File: config.mk
export PLATFORM = sky130hd
export DESIGN_NAME = fwd_hazard_scoreboard_flat
export DESIGN_NICKNAME = d
export VERILOG_FILES = /design/src/rtl/fwd_hazard_scoreboard_pkg.sv /design/src/rtl/fwd_hazard_scoreboard_if.sv /design/src/rtl/fwd_hazard_scoreboard_src_select.sv /design/src/rtl/fwd_hazard_scoreboard.sv /design/src/flat_wrapper.sv
export SDC_FILE = /design/constraint.sdc
export NUM_CORES = 1
export LEC_CHECK = 0
export CORE_MARGIN = 5
export CORE_UTILIZATION = 49
export CTS_BUF_LIST = sky130_fd_sc_hd__clkbuf_4 sky130_fd_sc_hd__clkbuf_8
export CTS_CLUSTER_DIAMETER = 80
export DETAILED_ROUTE_END_ITERATION = 10
export HOLD_SLACK_MARGIN = 0.06
export PLACE_DENSITY_LB_ADDON = 0.08
export SLEW_MARGIN = 20
export SYNTH_ARGS = -nofsm -noshare
export SYNTH_HDL_FRONTEND = slang
export SYNTH_HIERARCHICAL = 1
export SYNTH_SLANG_ARGS = --single-unit
File: constraint.sdc
create_clock -name clk -period 3.2 [get_ports clk]
set_clock_uncertainty 0.2 [all_clocks]
set_input_delay 0.32 -clock clk [delete_from_list [all_inputs] [get_ports clk]]
set_output_delay 0.32 -clock clk [all_outputs]
set_load 0.03 [all_outputs]
File: src/rtl/fwd_hazard_scoreboard_pkg.sv
// Shared definitions for the EX-stage forwarding / hazard unit.
// This covers the operand-select encoding, the multi-cycle FSM states and the width helpers.
package fwd_pkg;

   localparam int SEL_RF = 0;

   typedef enum logic [1:0] {
      IDLE = 2'd0,
      BUSY = 2'd1,
      DONE = 2'd2
   } mc_state_t;

   // Select code for "stage-0 load data"; it sits just past the last ALU-result code.
   function automatic int sel_load(input int fwd_stages);
      return fwd_stages + 1;
   endfunction

   function automatic int clog2(input int value);
      int r;
      r = 0;
      for (int i = 0; i < 31; i++) begin
         if ((1 << i) < value) r = i + 1;
      end
      return r;
   endfunction

endpackage

File: src/rtl/fwd_hazard_scoreboard_if.sv
// Bundle of EX-stage request, downstream-stage state and hazard-unit responses.
// The pipeline is the master and the hazard unit is the slave.
interface fwd_hazard_scoreboard_if #(
   parameter int FWD_STAGES = 3,
   parameter int REG_AW     = 5,
   parameter int MAX_LAT    = 8
);
   localparam int LAT_W = fwd_pkg::clog2(MAX_LAT + 1);
   localparam int SELW  = fwd_pkg::clog2(FWD_STAGES + 2);

   logic                         ex_valid;
   logic [REG_AW-1:0]            ex_rs1;
   logic [REG_AW-1:0]            ex_rs2;
   logic                         ex_rs1_used;
   logic                         ex_rs2_used;
   logic [REG_AW-1:0]            ex_rd;
   logic                         ex_we;
   logic                         ex_mc;
   logic [LAT_W-1:0]             ex_lat;
   logic [FWD_STAGES*REG_AW-1:0] st_rd;
   logic [FWD_STAGES-1:0]        st_we;
   logic                         st_load;

   logic [SELW-1:0]              rs1_sel;
   logic [SELW-1:0]              rs2_sel;
   logic                         stall;
   logic                         mc_done;
   logic [REG_AW-1:0]            mc_rd;

   modport master (
      output ex_valid, ex_rs1, ex_rs2, ex_rs1_used, ex_rs2_used,
      output ex_rd, ex_we, ex_mc, ex_lat, st_rd, st_we, st_load,
      input  rs1_sel, rs2_sel, stall, mc_done, mc_rd
   );

   modport slave (
      input  ex_valid, ex_rs1, ex_rs2, ex_rs1_used, ex_rs2_used,
      input  ex_rd, ex_we, ex_mc, ex_lat, st_rd, st_we, st_load,
      output rs1_sel, rs2_sel, stall, mc_done, mc_rd
   );

endinterface

File: src/rtl/fwd_hazard_scoreboard_src_select.sv
// Priority match of one EX source register against the downstream stage destinations.
// The nearest stage wins, and a stage-0 load match selects the load-data leg.
module fwd_src_select
   import fwd_pkg::*;
#(
   parameter int FWD_STAGES = 3,
   parameter int REG_AW     = 5,
   parameter int SELW       = 3
) (
   input  logic                         valid,
   input  logic                         used,
   input  logic [REG_AW-1:0]            rs,
   input  logic [FWD_STAGES*REG_AW-1:0] st_rd,
   input  logic [FWD_STAGES-1:0]        st_we,
   input  logic                         st_load,
   output logic [SELW-1:0]              sel
);

   logic [FWD_STAGES-1:0] hit;

   generate
      for (genvar gi = 0; gi < FWD_STAGES; gi++) begin : g_hit
         assign hit[gi] = st_we[gi]
                       && (st_rd[gi*REG_AW +: REG_AW] == rs)
                       && (st_rd[gi*REG_AW +: REG_AW] != '0);
      end
   endgenerate

   // Scan farthest to nearest so the lowest matching index overwrites the result last.
   always_comb begin
      sel = SELW'(SEL_RF);
      if (valid && used && (rs != '0)) begin
         for (int k = FWD_STAGES - 1; k >= 0; k--) begin
            if (hit[k]) begin
               if ((k == 0) && st_load) sel = SELW'(sel_load(FWD_STAGES));
               else                     sel = SELW'(k + 1);
            end
         end
      end
   end

endmodule

File: src/rtl/fwd_hazard_scoreboard.sv
// EX-stage forwarding selects plus a single-entry multi-cycle scoreboard.
// It raises stall on RAW, WAW or structural conflicts with the in-flight op.
module fwd_hazard_scoreboard
   import fwd_pkg::*;
#(
   parameter int FWD_STAGES = 3,
   parameter int REG_AW     = 5,
   parameter int MAX_LAT    = 8,
   parameter int CNT_W      = 32
) (
   input  logic                 clk,
   input  logic                 rst,
   fwd_hazard_scoreboard_if.slave bus,
   output logic [CNT_W-1:0]     stall_cnt
);

   localparam int LAT_W = clog2(MAX_LAT + 1);
   localparam int SELW  = clog2(FWD_STAGES + 2);

   mc_state_t         state_reg, state_next;
   logic [LAT_W-1:0]  count_reg, count_next;
   logic [REG_AW-1:0] mc_rd_reg, mc_rd_next;
   logic [CNT_W-1:0]  stall_cnt_reg;

   logic [LAT_W-1:0]  lat_clamped;
   logic              mc_active;
   logic              raw_hit, waw_hit, struct_hit;
   logic              stall_int;

   fwd_src_select #(
      .FWD_STAGES (FWD_STAGES),
      .REG_AW     (REG_AW),
      .SELW       (SELW)
   ) u_rs1_sel (
      .valid   (bus.ex_valid),
      .used    (bus.ex_rs1_used),
      .rs      (bus.ex_rs1),
      .st_rd   (bus.st_rd),
      .st_we   (bus.st_we),
      .st_load (bus.st_load),
      .sel     (bus.rs1_sel)
   );

   fwd_src_select #(
      .FWD_STAGES (FWD_STAGES),
      .REG_AW     (REG_AW),
      .SELW       (SELW)
   ) u_rs2_sel (
      .valid   (bus.ex_valid),
      .used    (bus.ex_rs2_used),
      .rs      (bus.ex_rs2),
      .st_rd   (bus.st_rd),
      .st_we   (bus.st_we),
      .st_load (bus.st_load),
      .sel     (bus.rs2_sel)
   );

   always_comb begin
      lat_clamped = bus.ex_lat;
      if (bus.ex_lat == '0)                      lat_clamped = LAT_W'(1);
      else if (bus.ex_lat > LAT_W'(MAX_LAT))     lat_clamped = LAT_W'(MAX_LAT);
   end

   // The regfile is not write-through, so DONE still blocks readers of mc_rd.
   assign mc_active  = (state_reg != IDLE);
   assign raw_hit    = mc_active && (mc_rd_reg != '0)
                    && ((bus.ex_rs1_used && (bus.ex_rs1 == mc_rd_reg))
                     || (bus.ex_rs2_used && (bus.ex_rs2 == mc_rd_reg)));
   assign waw_hit    = mc_active && (mc_rd_reg != '0) && bus.ex_we
                    && (bus.ex_rd == mc_rd_reg);
   assign struct_hit = mc_active && bus.ex_mc;
   assign stall_int  = bus.ex_valid && (raw_hit || waw_hit || struct_hit);

   always_comb begin
      state_next = state_reg;
      count_next = count_reg;
      mc_rd_next = mc_rd_reg;
      case (state_reg)
         IDLE: begin
            if (bus.ex_valid && bus.ex_mc && !stall_int) begin
               state_next = BUSY;
               count_next = lat_clamped - LAT_W'(1);
               mc_rd_next = bus.ex_rd;
            end
         end
         BUSY: begin
            if (count_reg == '0) state_next = DONE;
            else                 count_next = count_reg - LAT_W'(1);
         end
         DONE:    state_next = IDLE;
         default: state_next = IDLE;
      endcase
   end

   always_ff @(posedge clk) begin
      if (rst) begin
         state_reg     <= IDLE;
         count_reg     <= '0;
         mc_rd_reg     <= '0;
         stall_cnt_reg <= '0;
      end else begin
         state_reg <= state_next;
         count_reg <= count_next;
         mc_rd_reg <= mc_rd_next;
         if (stall_int && (stall_cnt_reg != '1)) stall_cnt_reg <= stall_cnt_reg + CNT_W'(1);
      end
   end

   assign bus.stall   = stall_int;
   assign bus.mc_done = (state_reg == DONE);
   assign bus.mc_rd   = mc_rd_reg;
   assign stall_cnt   = stall_cnt_reg;

endmodule

File: src/flat_wrapper.sv
// flat-port wrapper written by rule: the top's interface ports become plain ports
module fwd_hazard_scoreboard_flat import fwd_pkg::*;
#(
   parameter int FWD_STAGES = 3,
   parameter int REG_AW     = 5,
   parameter int MAX_LAT    = 8,
   parameter int CNT_W      = 32
)
  (clk, rst, stall_cnt, bus_ex_valid, bus_ex_rs1, bus_ex_rs2, bus_ex_rs1_used, bus_ex_rs2_used, bus_ex_rd, bus_ex_we, bus_ex_mc, bus_ex_lat, bus_st_rd, bus_st_we, bus_st_load, bus_rs1_sel, bus_rs2_sel, bus_stall, bus_mc_done, bus_mc_rd);
  fwd_hazard_scoreboard_if #(.FWD_STAGES(FWD_STAGES), .REG_AW(REG_AW), .MAX_LAT(MAX_LAT)) bus_i ();
  input  logic clk;
  input  logic rst;
  output logic [CNT_W-1:0] stall_cnt;
  input wire logic [$bits(bus_i.ex_valid)-1:0] bus_ex_valid;
  input wire logic [$bits(bus_i.ex_rs1)-1:0] bus_ex_rs1;
  input wire logic [$bits(bus_i.ex_rs2)-1:0] bus_ex_rs2;
  input wire logic [$bits(bus_i.ex_rs1_used)-1:0] bus_ex_rs1_used;
  input wire logic [$bits(bus_i.ex_rs2_used)-1:0] bus_ex_rs2_used;
  input wire logic [$bits(bus_i.ex_rd)-1:0] bus_ex_rd;
  input wire logic [$bits(bus_i.ex_we)-1:0] bus_ex_we;
  input wire logic [$bits(bus_i.ex_mc)-1:0] bus_ex_mc;
  input wire logic [$bits(bus_i.ex_lat)-1:0] bus_ex_lat;
  input wire logic [$bits(bus_i.st_rd)-1:0] bus_st_rd;
  input wire logic [$bits(bus_i.st_we)-1:0] bus_st_we;
  input wire logic [$bits(bus_i.st_load)-1:0] bus_st_load;
  output wire logic [$bits(bus_i.rs1_sel)-1:0] bus_rs1_sel;
  output wire logic [$bits(bus_i.rs2_sel)-1:0] bus_rs2_sel;
  output wire logic [$bits(bus_i.stall)-1:0] bus_stall;
  output wire logic [$bits(bus_i.mc_done)-1:0] bus_mc_done;
  output wire logic [$bits(bus_i.mc_rd)-1:0] bus_mc_rd;
  assign bus_i.ex_valid = bus_ex_valid;
  assign bus_i.ex_rs1 = bus_ex_rs1;
  assign bus_i.ex_rs2 = bus_ex_rs2;
  assign bus_i.ex_rs1_used = bus_ex_rs1_used;
  assign bus_i.ex_rs2_used = bus_ex_rs2_used;
  assign bus_i.ex_rd = bus_ex_rd;
  assign bus_i.ex_we = bus_ex_we;
  assign bus_i.ex_mc = bus_ex_mc;
  assign bus_i.ex_lat = bus_ex_lat;
  assign bus_i.st_rd = bus_st_rd;
  assign bus_i.st_we = bus_st_we;
  assign bus_i.st_load = bus_st_load;
  assign bus_rs1_sel = bus_i.rs1_sel;
  assign bus_rs2_sel = bus_i.rs2_sel;
  assign bus_stall = bus_i.stall;
  assign bus_mc_done = bus_i.mc_done;
  assign bus_mc_rd = bus_i.mc_rd;
  fwd_hazard_scoreboard #(.FWD_STAGES(FWD_STAGES), .REG_AW(REG_AW), .MAX_LAT(MAX_LAT), .CNT_W(CNT_W)) u_core (.clk(clk), .rst(rst), .bus(bus_i), .stall_cnt(stall_cnt));
endmodule
# == After elaboration in Yosys (flattened, before gate mapping) ==
# Index checks and enable logic that the tools add are counted.
# classes
mux,17
n_eq_ne,15
reduce_logical,45
n_addsub,3
order_cmp,1
# ops
op,n
$eq A5 B5 Y1,9
$add A32 B1 Y32 const B,1
$ne A32 B32 Y1 const B,1
$reduce_bool A5 Y1,6
$logic_and A1 B1 Y1,27
$mux W3,7
$mux W4,4
$logic_not A4 Y1,2
$mux W2,4
$pmux W4 S2,1
$sub A4 B1 Y4 const B,2
$gt A4 B4 Y1 const B,1
$ne A2 B1 Y1 const B,2
$pmux W2 S2,1
$reduce_and A2 Y1,2
$reduce_bool A2 Y1,2
$logic_or A1 B1 Y1,3
$reduce_and A3 Y1,1
$eq A2 B1 Y1 const B,1
$eq A2 B2 Y1 const B,1
$logic_not A2 Y1,1
$ne A2 B2 Y1 const B,1
$logic_not A1 Y1,1
# word_totals
elab_cells,85
in_bits,45
reg_bits,43
output_inout_bits,45

# == Longest topological paths before layout ==
# Gate-level depths: netlist of run 1.
# logic_depth
ltp_word,11
mapped_depth,9
depth_no_buf,7

# == By module ==
# Netlist of run 1, hierarchy kept.
# modules_own_cells
module,cells_per_inst,area_each_um2,seq_area_each_um2,instances
fwd_hazard_scoreboard,309,2443.6,860.8,1
fwd_src_select,37,260.2,0.0,2

# == Worst setup path before layout of run 1 ==
# No wires, ideal clock.
# synth_timing
kind,register -> register
from,"reg u_core.stall_cnt_reg[1], in the netlist u_core/stall_cnt[1]"
to,"reg u_core.stall_cnt_reg[31], in the netlist u_core/stall_cnt[31]"
path_stages_with_launch,10
setup_time_ns,0.123
period_less_slack_ns,2.883
arrival_time_ns,2.559
path_slack_ns,0.317
cell_sequence,dfxtp_1 -> ha_1 -> inv_1 -> or4_1 -> or4_1 -> clkbuf_1 -> nand2_1 -> buf_2 -> nor3_1 -> mux2_1
# synth_via
elab_chain_cells,2
elab_cells_between_ends,3
classes_between,1 x add/sub; 1 x eq/ne; 1 x reduce/logical
# synth_rtl
item,line,text
from (decl),fwd_hazard_scoreboard.sv:23,logic [CNT_W-1:0] stall_cnt_reg;
from (signal assigned),fwd_hazard_scoreboard.sv:105,if (stall_int && (stall_cnt_reg != '1)) stall_cnt_reg <= stall_cnt_reg + CNT_W'(1);
branches (longest 2 deep; another with $add A32 B1 Y32),-,
# Several ways; the timed one is not identified.
# A chain may end at the register's enable or synchronous reset.

# == Final worst setup path of run 1 ==
# layout_timing
from,in bus_ex_rs1[3]
to,out bus_rs1_sel[1]
# layout_via
elab_chain_cells,7
elab_cells_between_ends,15
classes_between,3 x eq/ne; 4 x mux; 8 x reduce/logical
# layout_rtl
item,line,text
from (decl),flat_wrapper.sv:15,input wire logic [$bits(bus_i.ex_rs1)-1:0] bus_ex_rs1;
$eq A5 B5 Y1,fwd_hazard_scoreboard_src_select.sv:24,&& (st_rd[gi*REG_AW +: REG_AW] == rs)
$logic_and A1 B1 Y1,fwd_hazard_scoreboard_src_select.sv:24,
$logic_and A1 B1 Y1,fwd_hazard_scoreboard_src_select.sv:25,&& (st_rd[gi*REG_AW +: REG_AW] != '0);
$mux W2,fwd_hazard_scoreboard_src_select.sv:34,if (hit[k]) begin
$mux W3 (2 in a row),fwd_hazard_scoreboard_src_select.sv:34,
$mux W3 *,fwd_hazard_scoreboard_src_select.sv:32,if (valid && used && (rs != '0)) begin
to (decl),flat_wrapper.sv:26,output wire logic [$bits(bus_i.rs1_sel)-1:0] bus_rs1_sel;
# Mark *: on every way between the ends. The rest lies on a longest branch, timed or not.

==> out/metrics.csv, run 1 <==
metric;value;unit
slew margin rel.;59.0;%
Max Fclk;324;MHz
drt drc;0;
CP startpoint kind;input port;
R2R depth;7;
DRT Pass-1 Iters;4;
setup TNS;0;ns
drt initial violations;119;
postcts setup bufs;0;
Post-synth top flop;dfxtp_1;
Setup-failing EPs final;0;
EDFF count, synth;0;
crit-path cells;clkdlybuf4s50_1 -> or4_4 -> o211ai_1 -> nor2_1 -> o21ai_0 -> nor2_1 -> clkdlybuf4s50_1;
die height;87.8;µm
max incr delay on CP;0.61;ns
clk slew on worst S/H paths;0.09;ns
Initial Util;50.4;%
yosys warns;6;
VDD IR-drop max;0.211;mV
Cell Rows;28;
post-synthesis sequential area ratio;29.0;%
max-slew violations;0;
total power;1.32;mW
Critical Path AT;2.57;ns
Max Cap Viol;0;
later-pin clock latency in the skew report;0.30;ns
TritonCTS clock tree;done;
CTS Hold Bufs;0;
DR WL/cell;15.8;µm
GRT met1 Usage;29.7;%
DP HPWL;6.50;mm
Hold Crit Depth;1;
Placer Congestion;0.943;
status;finished clean;
first-pass GRT wire length;14.1;mm
core area;0.00589;mm²
Final Cycle Share;96.6;%
Post-synth ARST share;0;%
Post-Syn Area;0.00296;mm²
Required @ worst endpoint;2.68;ns
syn_area_per_cell;7.74;µm²
Least-Margin Pin Slew;0.612;ns
die area;0.00770;mm²
hold violation total from the final report;0;
count leader, synth;dfxtp_1;
vias in the first global route;2975;
Hold/Removal Path Class;reg -> reg;
Synth top cells by count;dfxtp_1 (43), a21oi_1 (31), xnor2_1 (31);
RSZ-0062 raised after global routing;no;
most area-consuming cells after synthesis;dfxtp_1 (29%), xnor2_1 (9.2%), a21oi_1 (5.2%);
via count;3199;
total CTS buffers;5;
Final min period;3.09;ns
Root Buffer;clkbuf_8;
P&R area growth vs syn;38.8;%
synthesized netlist cell count;383;
Setup CP Type;in -> out;
Routed Antenna Nets;0;
number of vias per cell;5.83;
fillers;514;
GR peak layer;met2;
leading area contributor after synthesis;dfxtp_1;
Register Area;861;µm²
Die Wd;87.8;µm
layout cells sized above 1;8.86;%
IO buf count;89;
Synth cell types;41;
Worst Path Max Fanout;6;
Sink Count;43;
diode count;0;
Multi-input gate area;0.00200;mm²
Final nets;520;
PwrDens;321;mW/mm²
Total GRT Usage;22.5;%
Syn Nets;430;
area share of the largest cell type after synthesis;29.0;%
pin count of the biggest net entering global routing;57;
GR Util met2;37.0;%
Ports;90;
CP max stage cell;clkdlybuf4s50_1;
number of synthesized register bits;43;
met3 Use GR;5.36;%
LEAKAGE;1.38;nW
antenna violations before repair;0;
Hold Slack;0.265;ns
depth of the CTS H-tree;2;
global route overflow;0;
clk buf depth;2;
post-cts repair resize count;0;
max FFs per register;32;
WL final;8.70;mm
Worst Setup End Kind;output port;
==> placed cells by master (no fill, tap or decap), drive strengths merged, types with 4 or more instances in the layout <==
master         count
a211oi             4
a21oi             31
and3               5
buf               19
clkbuf             5
clkdlybuf4s50     84
dfxtp             43
inv                8
mux2               7
nand2             29
nand2b             6
nand3             22
nand4             18
nor2              29
nor2b             10
nor3               8
nor4              10
o211ai             4
o21ai             16
o31ai             15
or3               15
or4               20
xnor2             31
xor2              12
==> cell type report <==
type	count	area share [%]
clock buffer	5	1.67
clock inverter	3	1.73
inverter	7	0.639
multi-input combinational	312	48.5
sequential	43	20.9
tap	75	2.28
timing repair buffer	104	24.2
==> power by group <==
| part | total [mW] | internal, mW | switching, mW |
|---|---|---|---|
| Clock | 0.518 | 0.317 | 0.201 |
| Sequential | 0.556 | 0.543 | 0.0123 |
| Combinational | 0.248 | 0.123 | 0.125 |
==> worst max-delay path: cells and delay by family <==
family / cells / cell delay, ns
AOI/OAI and AO/OA: 2 / 0.33
buffers and inverters: 2 / 1.21
and+or+nand+nor: 3 / 0.71
==> worst paths after layout <==
| check | slack (ns) | end | from |
|---|---|---|---|
| setup / recovery | 0.11 | bus_rs1_sel[1] | bus_ex_rs1[3] |
| hold / removal | 0.26 | u_core/state_reg[1] | u_core/count_reg[3] |
| setup reg to reg | 0.27 | u_core/stall_cnt[31] | u_core/stall_cnt[0] |
| hold reg to reg | 0.26 | u_core/state_reg[1] | u_core/count_reg[3] |
==> per-stage QoR <==
stage               worst slack, ns  cells  cell area [µm²]  util, %
floorplan                     0.317    383             2960        -
global placement              0.125    541             3970     67.5
detailed placement           0.0547    541             3970     67.5
CTS                          0.0891    549             4110     69.8
global route                 0.0216    549             4110     69.9
finish                        0.109    549             4110     69.9
==> logic make-up after synthesis <==
kind of cell | Yosys count | synth area share, %
XOR/XNOR | 43 | 12.7
buffers and inverters | 28 | 3.63
adder cells (fa/ha/maj) | 2 | 0.844
flip-flops | 43 | 29.0
AO/OA/AOI/OAI | 78 | 16.3
AND/OR/NAND/NOR | 180 | 34.1
multiplexers | 9 | 3.33
==> metal layers <==
layer	share of wire [%]	vias up
met1	44	1494
met2	47	98
met3	7.8	11
li1	-	1596
met4	1.2	0
met5	0	-
(Power assumes the default switching activity.)
==> run 2, diff against run 1 <==
Settings changed: GPL_TIMING_DRIVEN from default to 0.
==> run 2 against run 1 <==
Register-to-register slack worse by 0.12 ns. Global-route usage is 2.2 points higher. Cell count is 0.18% higher. Combinational power hardly changed. Sequential share of layout area is 0.18 points higher. Die area stayed put. Highest routed layer unchanged.
==> out/metrics.csv, run 2 (same netlist as run 1, synthesis figures left out) <==
metric;value;unit;change
Least-Margin Pin Slew;0.827;ns;was 0.612 ns
Sink Count;43;;unchanged
global route overflow;0;;unchanged
IO buf count;89;;unchanged
CP startpoint kind;flop;;was input port
diode count;0;;unchanged
Final Cycle Share;95.2;%;was 96.6%
max-slew violations;0;;unchanged
later-pin clock latency in the skew report;0.30;ns;about the same
R2R depth;9;;was 7
vias in the first global route;3294;;was 2,975
Max Fclk;328;MHz;was 324 MHz
via count;3359;;was 3,199
Final Cell Area;0.00408;mm²;was 0.00411 mm²
Root Buffer;clkbuf_8;;unchanged
Ports;90;;unchanged
first-pass GRT wire length;15.5;mm;was 14.1 mm
status;finished clean;;unchanged
die area;0.00770;mm²;unchanged
clk buf depth;2;;unchanged
Setup CP Type;reg -> reg;;was in -> out
layout cells sized above 1;6.74;%;was 8.86%
clk slew on worst S/H paths;0.09;ns;about the same
Final nets;521;;was 520
fin util;69.3;%;was 69.9%
drt drc;0;;unchanged
drt initial violations;202;;was 119
Placed Area;0.00395;mm²;was 0.00397 mm²
Placer Congestion;0.874;;was 0.943
max FFs per register;32;;unchanged
Setup-failing EPs final;0;;unchanged
Final min period;3.05;ns;was 3.09 ns
DR WL/cell;17.5;µm;was 15.8 µm
Routed Antenna Nets;0;;unchanged
Worst Path Max Fanout;10;;was 6
total CTS buffers;5;;unchanged
number of vias per cell;6.11;;was 5.83
WL final;9.62;mm;was 8.70 mm
RSZ-0062 raised after global routing;no;;unchanged
max incr delay on CP;0.58;ns;was 0.61 ns
Hold Crit Depth;1;;unchanged
R2R Path Start;u_core/stall_cnt[0];;unchanged
Worst Setup End Kind;flop;;was output port
reg2reg setup slack;0.15;ns;was 0.27 ns
Initial Util;50.4;%;unchanged
CP most frequent cell;or4_1;;
pin count of the biggest net entering global routing;16;;was 57
DRT Pass-1 Iters;5;;was 4
slew margin rel.;43.5;%;was 59.0%
Required @ worst endpoint;3.19;ns;was 2.68 ns
CP max stage cell;or4_1;;was clkdlybuf4s50_1
most common cell after layout, fill and taps aside;clkdlybuf4s50_1;;unchanged
antenna violations before repair;0;;unchanged
Worst Hold End;u_core/state_reg[1];;unchanged
hold violation total from the final report;0;;unchanged
reg2reg end;u_core/stall_cnt[31];;unchanged
fillers;487;;was 514
crit-path cells;ha_1 -> inv_1 -> or4_1 -> or4_1 -> clkbuf_1 -> nand2_1 -> buf_2 -> nor3_1 -> mux2_1;;was clkdlybuf4s50_1 -> or4_4 -> o211ai_1 -> nor2_1 -> o21ai_0 -> nor2_1 -> clkdlybuf4s50_1
PwrDens;306;mW/mm²;was 321 mW/mm²
VDD IR-drop max;0.200;mV;was 0.211 mV
Critical Path AT;3.04;ns;was 2.57 ns
Hold Crit Start;u_core/count_reg[3];;unchanged
most frequent cells in the layout;clkdlybuf4s50_1 (75), dfxtp_1 (43), xnor2_1 (31), a21oi_1 (31);;was clkdlybuf4s50_1 (84), dfxtp_1 (43), xnor2_1 (31), a21oi_1 (31)
Die Wd;87.8;µm;unchanged
depth of the CTS H-tree;2;;unchanged
Hold/Removal Path Class;reg -> reg;;unchanged
DP HPWL;7.00;mm;was 6.50 mm
CTS Hold Bufs;0;;unchanged
P&R area growth vs syn;37.6;%;was 38.8%
die height;87.8;µm;unchanged
TritonCTS clock tree;done;;unchanged
Cell Rows;28;;unchanged
Total GRT Usage;24.7;%;was 22.5%
Max Cap Viol;0;;unchanged
core area;0.00589;mm²;unchanged
LEAKAGE;1.41;nW;was 1.38 nW
run 2: metal layers:
layer	wire length (µm)	GRT usage (%)	vias up
li1	-	-	1604
met1	4010	31.8	1561
met2	4510	41.0	174
met3	940	5.36	20
met4	155	8.23	0
met5	0	0	-
run 2: per-stage QoR:
step | total power [mW] | cells | hold slack [ns] | TNS, ns | worst slack [ns]
3_5_place_dp | 0.816 | 547 | 0.242 | -1.28 | -0.454
3_3_place_gp | 0.811 | 547 | 0.239 | -1.11 | -0.407
2_1_floorplan | 0.695 | 383 | 0.214 | 0 | 0.317
4_1_cts | 1.26 | 555 | 0.257 | 0 | 0.00484
5_1_grt | 1.31 | 550 | 0.288 | 0 | 0.00706
6_report | 1.25 | 550 | 0.263 | 0 | 0.152
run 2: worst max-delay path by stage:
stage | from | to | slack, ns | depth (start not counted)
after floorplan | u_core/stall_cnt[1] | u_core/stall_cnt[31] | 0.32 | 9
after global placement | bus_ex_rs1[0] | bus_stall | -0.41 | 9
after detailed placement | bus_ex_rs1[0] | bus_stall | -0.45 | 9
after CTS | bus_ex_rs1[4] | bus_stall | 0.005 | 9
after global routing | bus_ex_rs2[1] | bus_stall | 0.007 | 9
final | u_core/stall_cnt[0] | u_core/stall_cnt[31] | 0.15 | 9
run 2: layout make-up:
| type | instances | area (µm²) | area share (%) |
|---|---|---|---|
| Multi-Input combinational cell | 312 | 2010 | 49.2 |
| Timing Repair Buffer | 89 | 908 | 22.3 |
| Sequential cell | 43 | 861 | 21.1 |
| Tap cell | 75 | 93.8 | 2.30 |
| Clock buffer | 5 | 68.8 | 1.69 |
| Buffer | 16 | 67.6 | 1.66 |
| Clock inverter | 3 | 46.3 | 1.14 |
| Inverter | 7 | 26.3 | 0.644 |
run 2: critical path, delay by kind of cell (launching register included):
kind	cells	cell delay (ns)
muxes	1	0.32
adders and majority gates	1	0.27
and+or+nand+nor	4	1.20
buffers and inverters	3	0.52
DFF	1	0.44
run 2: report_power, final:
| group | total [mW] | internal (mW) | switching (mW) |
|---|---|---|---|
| sequential | 0.556 | 0.543 | 0.0126 |
| clock | 0.442 | 0.235 | 0.206 |
| combinational | 0.251 | 0.118 | 0.133 |
| total | 1.25 | 0.897 | 0.352 |
run 2: timing repair:
| action | 4_1_cts | 5_1_grt |
|---|---|---|
| buffers inserted | 0 | 0 |
| cloned | 0 | 0 |
| endpoints found under the setup margin | 5 | 7 |
| gates resized for setup | 14 | 12 |
==> run 3, diff against run 2 <==
Settings changed: SETUP_SLACK_MARGIN from default to 0.05.
==> run 3 against run 2 <==
Global-route usage rose by 0.058 points. Sequential cell count unchanged. Clock power about the same. Critical endpoint is now bus_stall. Cell area grew 0.15%. First-iteration DRC count up 6.9%. Fmax is 0.73% higher. Highest routed layer unchanged. Register-to-register slack better by 0.06 ns. Setup slack better by 0.022 ns. Critical path depth down 1.
==> out/metrics.csv, run 3 (same netlist as run 1, synthesis figures left out) <==
metric;value;unit;change
status;finished clean;;unchanged
RSZ-0062 raised after global routing;yes;;was no
fillers;490;;was 487
antenna violations before repair;0;;unchanged
most frequent cells in the layout;clkdlybuf4s50_1 (76), dfxtp_1 (42), xnor2_1 (31), a21oi_1 (31);;was clkdlybuf4s50_1 (75), dfxtp_1 (43), xnor2_1 (31), a21oi_1 (31)
IO buf count;89;;unchanged
max-slew violations;0;;unchanged
via count;3380;;was 3,359
max FFs per register;32;;unchanged
Setup-failing EPs final;0;;unchanged
Root Buffer;clkbuf_8;;unchanged
die area;0.00770;mm²;unchanged
Cell Rows;28;;unchanged
Ports;90;;unchanged
global route overflow;0;;unchanged
Net Sw Frac;28.3;%;was 28.2%
Worst Setup End Kind;output port;;was flop
Die Wd;87.8;µm;unchanged
TritonCTS clock tree;done;;unchanged
Worst Path Max Fanout;12;;was 10
Clk pwr share;35.4;%;about the same
DRT Pass-1 Iters;5;;unchanged
slew margin rel.;41.3;%;was 43.5%
Hold/Removal Path Class;reg -> reg;;unchanged
Setup CP Type;reg -> out;;was reg -> reg
pin count of the biggest net entering global routing;16;;unchanged
clk buf depth;2;;unchanged
total CTS buffers;5;;unchanged
depth of the CTS H-tree;2;;unchanged
Int Power;0.897;mW;about the same
Initial Util;50.4;%;unchanged
first-pass GRT wire length;15.5;mm;about the same
hold violation total from the final report;0;;unchanged
net switching power;0.354;mW;was 0.352 mW
Total GRT Usage;24.8;%;was 24.7%
DR WL/cell;17.3;µm;was 17.5 µm
Gate power share;20.6;%;was 20.1%
vias in the first global route;3299;;was 3,294
total power;1.25;mW;about the same
DP HPWL;7.00;mm;unchanged
Routed Antenna Nets;0;;unchanged
clk slew on worst S/H paths;0.09;ns;about the same
Multi-input gate area;0.00201;mm²;unchanged
P&R area growth vs syn;37.8;%;was 37.6%
Hold Slack;0.266;ns;was 0.263 ns
CP startpoint kind;flop;;unchanged
VDD IR-drop max;0.200;mV;about the same
layout cells sized above 1;7.72;%;was 6.74%
Required @ worst endpoint;2.68;ns;was 3.19 ns
Final nets;525;;was 521
sequential share of power;44.0;%;was 44.5%
core area;0.00589;mm²;unchanged
PwrDens;306;mW/mm²;about the same
Max Cap Viol;0;;unchanged
die height;87.8;µm;unchanged
CTS Hold Bufs;0;;unchanged
most common cell after layout, fill and taps aside;clkdlybuf4s50_1;;unchanged
LEAKAGE;1.37;nW;was 1.41 nW
Critical Path AT;2.51;ns;was 3.04 ns
Final Cycle Share;94.6;%;was 95.2%
Least-Margin Pin Slew;0.858;ns;was 0.827 ns
diode count;0;;unchanged
Placer Congestion;0.874;;unchanged
Final min period;3.03;ns;was 3.05 ns
drt initial violations;216;;was 202
number of vias per cell;6.10;;was 6.11
Sink Count;43;;unchanged
WL final;9.59;mm;was 9.62 mm
later-pin clock latency in the skew report;0.30;ns;about the same
Register Area;862;µm²;was 861 µm²
drt drc;0;;unchanged
Max Fclk;330;MHz;was 328 MHz
[run 3: through the flow]
stage / worst slack (ns) / TNS, ns / util (%) / cell area [µm²] / std cells
finish: 0.174 / 0 / 69.4 / 4080 / 554
global route: 0.0436 / 0 / 69.4 / 4080 / 554
CTS: 0.0525 / 0 / 69.3 / 4080 / 555
detailed placement: -0.454 / -1.28 / 67.1 / 3950 / 547
global placement: -0.407 / -1.11 / 67.1 / 3950 / 547
floorplan: 0.317 / 0 / - / 2960 / 383
[run 3: what timing repair did]
action,in CTS,in global routing
endpoints found under the setup margin,5,4
gates cloned,0,0
setup buffers,0,0
resized for setup,24,6
[run 3: area by class of cell]
class / count / share of cell area [%]
Clock inverter: 3 / 1.13
Sequential cell: 43 / 21.1
Buffer: 20 / 2.14
Multi-Input combinational cell: 312 / 49.1
Timing Repair Buffer: 89 / 21.9
Clock buffer: 5 / 1.69
Tap cell: 75 / 2.30
Inverter: 7 / 0.643
[run 3: path summary, 6_finish.rpt]
path	start	end	slack, ns	cells past startpoint
max	u_core/bus.mc_rd[2]	bus_stall	0.17	8
min	u_core/count_reg[3]	u_core/state_reg[1]	0.27	1
max reg2reg	u_core/stall_cnt[1]	u_core/stall_cnt[31]	0.21	9
min reg2reg	u_core/count_reg[3]	u_core/state_reg[1]	0.27	1
[run 3: per-layer routing]
| metal | share of wire (%) | GRT usage (%) | wire (µm) |
|---|---|---|---|
| met5 | 0 | 0 | 0 |
| met4 | 1.7 | 8.51 | 162 |
| met3 | 8.9 | 5.36 | 858 |
| met2 | 47 | 41.1 | 4520 |
| met1 | 42 | 31.8 | 4060 |
[run 3: critical path, cell delays in order (launching register included)]
cell	delay, ns
dfxtp_1	0.32
clkbuf_2	0.17
xor2_1	0.18
nor4_1	0.33
nand3_1	0.12
and4b_1	0.38
buf_2	0.26
nor2_1	0.12
clkdlybuf4s15_2	0.31
[run 3: power groups by stage]
| stage | combinational, mW | clock, mW | sequential [mW] |
|---|---|---|---|
| 6_report | 0.257 | 0.443 | 0.550 |
| 5_1_grt | 0.276 | 0.479 | 0.552 |
| 4_1_cts | 0.254 | 0.451 | 0.550 |
| 3_5_place_dp | 0.253 | 0 | 0.563 |
| 3_3_place_gp | 0.248 | 0 | 0.562 |
| 2_1_floorplan | 0.126 | 0 | 0.568 |
==> edit 1 (config.mk and constraints of run 1) <==
`REG_AW` is set to 5 in 4 places; all go to 4.
--- a/src/rtl/fwd_hazard_scoreboard_if.sv
+++ b/src/rtl/fwd_hazard_scoreboard_if.sv
@@ -4,3 +4,3 @@
    parameter int FWD_STAGES = 3,
-   parameter int REG_AW     = 5,
+   parameter int REG_AW     = 4,
    parameter int MAX_LAT    = 8
--- a/src/rtl/fwd_hazard_scoreboard_src_select.sv
+++ b/src/rtl/fwd_hazard_scoreboard_src_select.sv
@@ -6,3 +6,3 @@
    parameter int FWD_STAGES = 3,
-   parameter int REG_AW     = 5,
+   parameter int REG_AW     = 4,
    parameter int SELW       = 3
--- a/src/rtl/fwd_hazard_scoreboard.sv
+++ b/src/rtl/fwd_hazard_scoreboard.sv
@@ -6,3 +6,3 @@
    parameter int FWD_STAGES = 3,
-   parameter int REG_AW     = 5,
+   parameter int REG_AW     = 4,
    parameter int MAX_LAT    = 8,
--- a/src/flat_wrapper.sv
+++ b/src/flat_wrapper.sv
@@ -4,3 +4,3 @@
    parameter int FWD_STAGES = 3,
-   parameter int REG_AW     = 5,
+   parameter int REG_AW     = 4,
    parameter int MAX_LAT    = 8,
Ports: changed (5 resized); port bits go from 90 to 83. No check against the original RTL was run, so the function may have changed too.
==> edit 1 against run 1 <==
  * Global-route usage is 0.61 points lower
  * Synthesized area is 0.34% lower
  * Wire length is 5.1% lower
  * Total power is 2.8% lower
  * First-iteration DRC count is 14% lower
  * Sequential cell count is 1 lower
  * Cell count is 3.8% lower
  * Register-to-register slack better by 0.20 ns
  * Critical path depth is 1 lower
  * Final area is 1.9% lower
  * Via count is 3.0% lower
  * Setup slack better by 0.0058 ns
  * Highest routed layer unchanged
==> edit 1: results (changes against run 1) <==
Status = finished, final reports clean (unchanged)
RePlAce Congestion = 0.859 (was 0.943)
Wire length on met1 = 3830 um (was 3820 um)
Worst Tran Pin Value = 0.535 ns (was 0.612 ns)
Share of cells above drive strength 1 = 9.27% (was 8.86%)
Pre-Repair DR Iteration Count = 5 (was 4)
Worst setup margin = 0.115 ns (was 0.109 ns)
Top layer in use = met4 (unchanged)
Net Count, Synth = 408 (was 430)
Seq/Total Area, Yosys = 28.5% (was 29.0%)
Filler instances = 488 (was 514)
Hold crit path type = reg2reg (unchanged)
Worst-skew pair later-pin latency = 0.30 ns (about the same)
Yosys warnings = 6 (unchanged)
Dpl ws = 0.112 ns (was 0.0547 ns)
Routed met2 length = 3850 um (was 4090 um)
Largest net degree at the start of global routing = 53 (was 57)
H-tree Lvls = 2 (unchanged)
Max FFs per register = 32 (unchanged)
Sink Count = 42 (was 43)
Clk slew on worst S/H paths = 0.09 ns (about the same)
Routed vias = 3102 (was 3199)
Worst Path Max Fanout = 8 (was 6)
Vias in the first global route = 2945 (was 2975)
Layout Nets = 493 (was 520)
Detailed placement HPWL = 6220 um (was 6500 um)
Initial antenna violation count = 0 (unchanged)
Met3 wire len = 419 um (was 676 um)
First-pass GRT wire length = 13700 um (was 14100 um)
Wire length per cell = 15.6 um (was 15.8 um)
P_leak = 1.39 nW (was 1.38 nW)
Synth top cells by count = 42 x dfxtp_1, 29 x a21oi_1, 28 x nor2_1 (was 43 x dfxtp_1, 31 x a21oi_1, 31 x xnor2_1)
Synth cell types = 56 (was 41)
Area contributors post-synth = dfxtp_1 28%, a21oi_1 4.9%, xnor2_1 4.7%, nand4_1 4.2%, mux2_1 4.2% (was dfxtp_1 29%, xnor2_1 9.2%, a21oi_1 5.2%, or4_1 4.3%, nand4_1 3.8%)
VDD IR max = 0.000230 V (was 0.000211 V)
Clk root buf = clkbuf_8 (unchanged)
Worst path arrival time = 2.57 ns (about the same)
Overall routing resource usage = 21.9% (was 22.5%)
Buffers on Ports = 82 (was 89)
Initial DRC count = 102 (was 119)
edit 1: cell count changes after synthesis, sizes merged, moves of 4 or more:
cell / change
xnor2: -15
nand3: -11
or4: -10
nor3: +9
clkbuf: -7
and2: +6
o31ai: -6
buf: +5
mux2: +5
nor2b: +5
nand2: -4
o211ai: -4
edit 1: path summary, 6_finish.rpt:
check | start | endpoint | slack [ns] | cells after the start
max | bus_ex_rs2[3] | bus_rs2_sel[0] | 0.11 | 6
min | u_core/count_reg[3]$_SDFFE_PP0P_ | u_core/state_reg[1]$_SDFFE_PP0P_ | 0.27 | 1
max reg2reg | u_core/stall_cnt[0]$_SDFFE_PP0P_ | u_core/stall_cnt[14]$_SDFFE_PP0P_ | 0.47 | 7
min reg2reg | u_core/count_reg[3]$_SDFFE_PP0P_ | u_core/state_reg[1]$_SDFFE_PP0P_ | 0.27 | 1
edit 1: stage by stage:
| step | hold WS [ns] | area [um^2] | instances | power [mW] |
|---|---|---|---|---|
| final | 0.269 | 4040 | 528 | 1.28 |
| after global routing | 0.304 | 4040 | 528 | 1.34 |
| after CTS | 0.274 | 4030 | 528 | 1.29 |
| after detailed placement | 0.261 | 3900 | 520 | 0.786 |
| after global placement | 0.238 | 3900 | 520 | 0.780 |
| after floorplan | 0.214 | 2950 | 367 | 0.682 |
edit 1: area by class of cell:
cell class,instances,area share [%]
Clock buffer,5,1.70
Clock inverter,3,1.70
Inverter,9,0.837
Multi-Input combinational cell,297,49.1
Sequential cell,42,20.8
Tap cell,75,2.32
Timing Repair Buffer,97,23.5
edit 1: layer usage:
layer | global-route usage [%] | vias up
met1 | 28.4 | 1456
met5 | 0 | -
met3 | 3.95 | 15
met2 | 36.6 | 99
met4 | 7.53 | 0
li1 | - | 1532
edit 1: power by group:
part           internal [mW]  leakage, nW  total, mW  switching, mW
combinational          0.113        0.984      0.234          0.121
clock                  0.313       0.0683      0.508          0.196
sequential             0.530        0.339      0.542         0.0118
edit 1: kinds of logic after synthesis:
| logic type | Yosys count | synth area share, % |
|---|---|---|
| xor+xnor | 27 | 8.00 |
| flops | 42 | 28.5 |
| simple gates | 180 | 35.5 |
| fa+ha+maj | 2 | 0.847 |
| compound gates | 75 | 17.5 |
| mux | 13 | 4.91 |
| buf+inv | 28 | 4.74 |
edit 1: critical path, stage by stage:
cell	delay, ns
clkdlybuf4s50_1	0.63
and2_1	0.25
a21oi_4	0.06
or4b_1	0.52
o31ai_2	0.08
clkdlybuf4s50_1	0.71
==> edit 2 (flow settings as in run 1) <==
Made on the original files. Encoding of `mc_state_t`: now one-hot (3 bits for 3 states).
--- a/src/rtl/fwd_hazard_scoreboard_pkg.sv
+++ b/src/rtl/fwd_hazard_scoreboard_pkg.sv
@@ -6,6 +6,6 @@
 
-   typedef enum logic [1:0] {
-      IDLE = 2'd0,
-      BUSY = 2'd1,
-      DONE = 2'd2
+   typedef enum logic [2:0] {
+      IDLE = 3'b001,
+      BUSY = 3'b010,
+      DONE = 3'b100
    } mc_state_t;
Behaviour: no difference found for any inputs over 10 cycles, from zero or initial values and one cycle with rst high; not proved beyond that.
==> edit 2 against run 1 <==
  * Total power down 5.3%
  * Setup slack lost 0.0010 ns
  * Final area rose by 2.4%
  * Synthesized area increased by 5.0%
  * Cell count is 0.55% lower
  * Wire length up 3.9%
  * Combinational power shrank 2%
  * Sequential power up 2%
  * Sequential cell count grew 1
  * Clock power down 15%
  * Highest routed layer unchanged
==> edit 2: results (changes against run 1) <==
Area contributors post-synth = dfxtp_1 28%, xnor2_1 8.7%, a21oi_1 5.3%, mux2_4 3.9%, nand4_1 3.8% (was dfxtp_1 29%, xnor2_1 9.2%, a21oi_1 5.2%, or4_1 4.3%, nand4_1 3.8%)
Sequential power share = 45.3% (was 42.0%)
WL final = 9030 um (was 8700 um)
Vias in the first global route = 2984 (was 2975)
Net Count, Synth = 422 (was 430)
Clk pwr share = 35.2% (was 39.2%)
Num rows = 29 (was 28)
Share of cells above drive strength 1 = 10.2% (was 8.86%)
Clk slew on worst S/H paths = 0.09 ns (about the same)
P_leak = 1.43 nW (was 1.38 nW)
Crit path largest cell delay = 0.67 ns (was 0.61 ns)
Filler instances = 554 (was 514)
First-pass GRT wire length = 14400 um (was 14100 um)
Overall routing resource usage = 22.5% (about the same)
Synth top cells by count = 44 x dfxtp_1, 33 x a21oi_1, 31 x xnor2_1 (was 43 x dfxtp_1, 31 x a21oi_1, 31 x xnor2_1)
VDD IR max = 0.000224 V (was 0.000211 V)
Comb_multi_in = 309 (was 312)
Seq/Total Area, Yosys = 28.3% (was 29.0%)
Post-DP Area = 0.00408 mm^2 (was 0.00397 mm^2)
Inverters, non-clock = 5 (was 7)
Wire length per cell = 16.5 um (was 15.8 um)
Net Switching = 336 uW (was 338 uW)
Seq pwr = 567 uW (was 556 uW)
Mean Syn Cell Area = 8.30 um^2 (was 7.74 um^2)
Fin crit period = 3.09 ns (about the same)
Vias/cell = 5.97 (was 5.83)
Initial DRC count = 152 (was 119)
Dpl ws = 0.0564 ns (was 0.0547 ns)
ClkCell Share = 2.73% (was 3.41%)
Multi-input gate area = 0.00211 mm^2 (was 0.00200 mm^2)
Register Area = 881 um^2 (was 861 um^2)
NonClk Buf Share = 23.5% (was 24.2%)
Layout Nets = 515 (was 520)
RePlAce Congestion = 0.888 (was 0.943)
H-tree Lvls = 2 (unchanged)
Largest net degree at the start of global routing = 58 (was 57)
Detailed placement HPWL = 6690 um (was 6500 um)
Hold WS = 0.249 ns (was 0.265 ns)
Repair and plain buffers = 103 (was 104)
Sink Count = 44 (was 43)
Slew headroom = 55.5% (was 59.0%)
Post-Place Cells = 538 (was 541)
Utilization after layout = 67.1% (was 69.9%)
Status = finished, final reports clean (unchanged)
Worst Path Max Fanout = 4 (was 6)
Share of flip-flops with an asynchronous set or reset = 0% (unchanged)
-- edit 2: cell families after synthesis --
kind of cell	after synthesis	synth area share, %
xor+xnor	43	12.1
buf+inv	22	4.26
compound gates	74	14.6
simple gates	176	34.2
flops	44	28.3
mux	14	5.79
fa+ha+maj	2	0.804
-- edit 2: worst paths after layout --
kind,from,end,depth (start not counted)
setup / recovery,bus_ex_rs2[1],bus_rs2_sel[2],6
hold / removal,u_core/count_reg[3]$_SDFFE_PP0P_,u_core/count_reg[3]$_SDFFE_PP0P_,2
setup reg to reg,u_core/stall_cnt[6]$_SDFFE_PP0P_,u_core/stall_cnt[21]$_SDFFE_PP0P_,6
hold reg to reg,u_core/count_reg[3]$_SDFFE_PP0P_,u_core/count_reg[3]$_SDFFE_PP0P_,2
-- edit 2: per-layer routing --
metal	vias to the layer above	routed length (um)	GRT usage, %
met1	1529	4070	30.3
met5	-	0	0
met3	15	627	4.01
met2	112	4170	36.9
met4	0	164	6.50
li1	1605	-	-
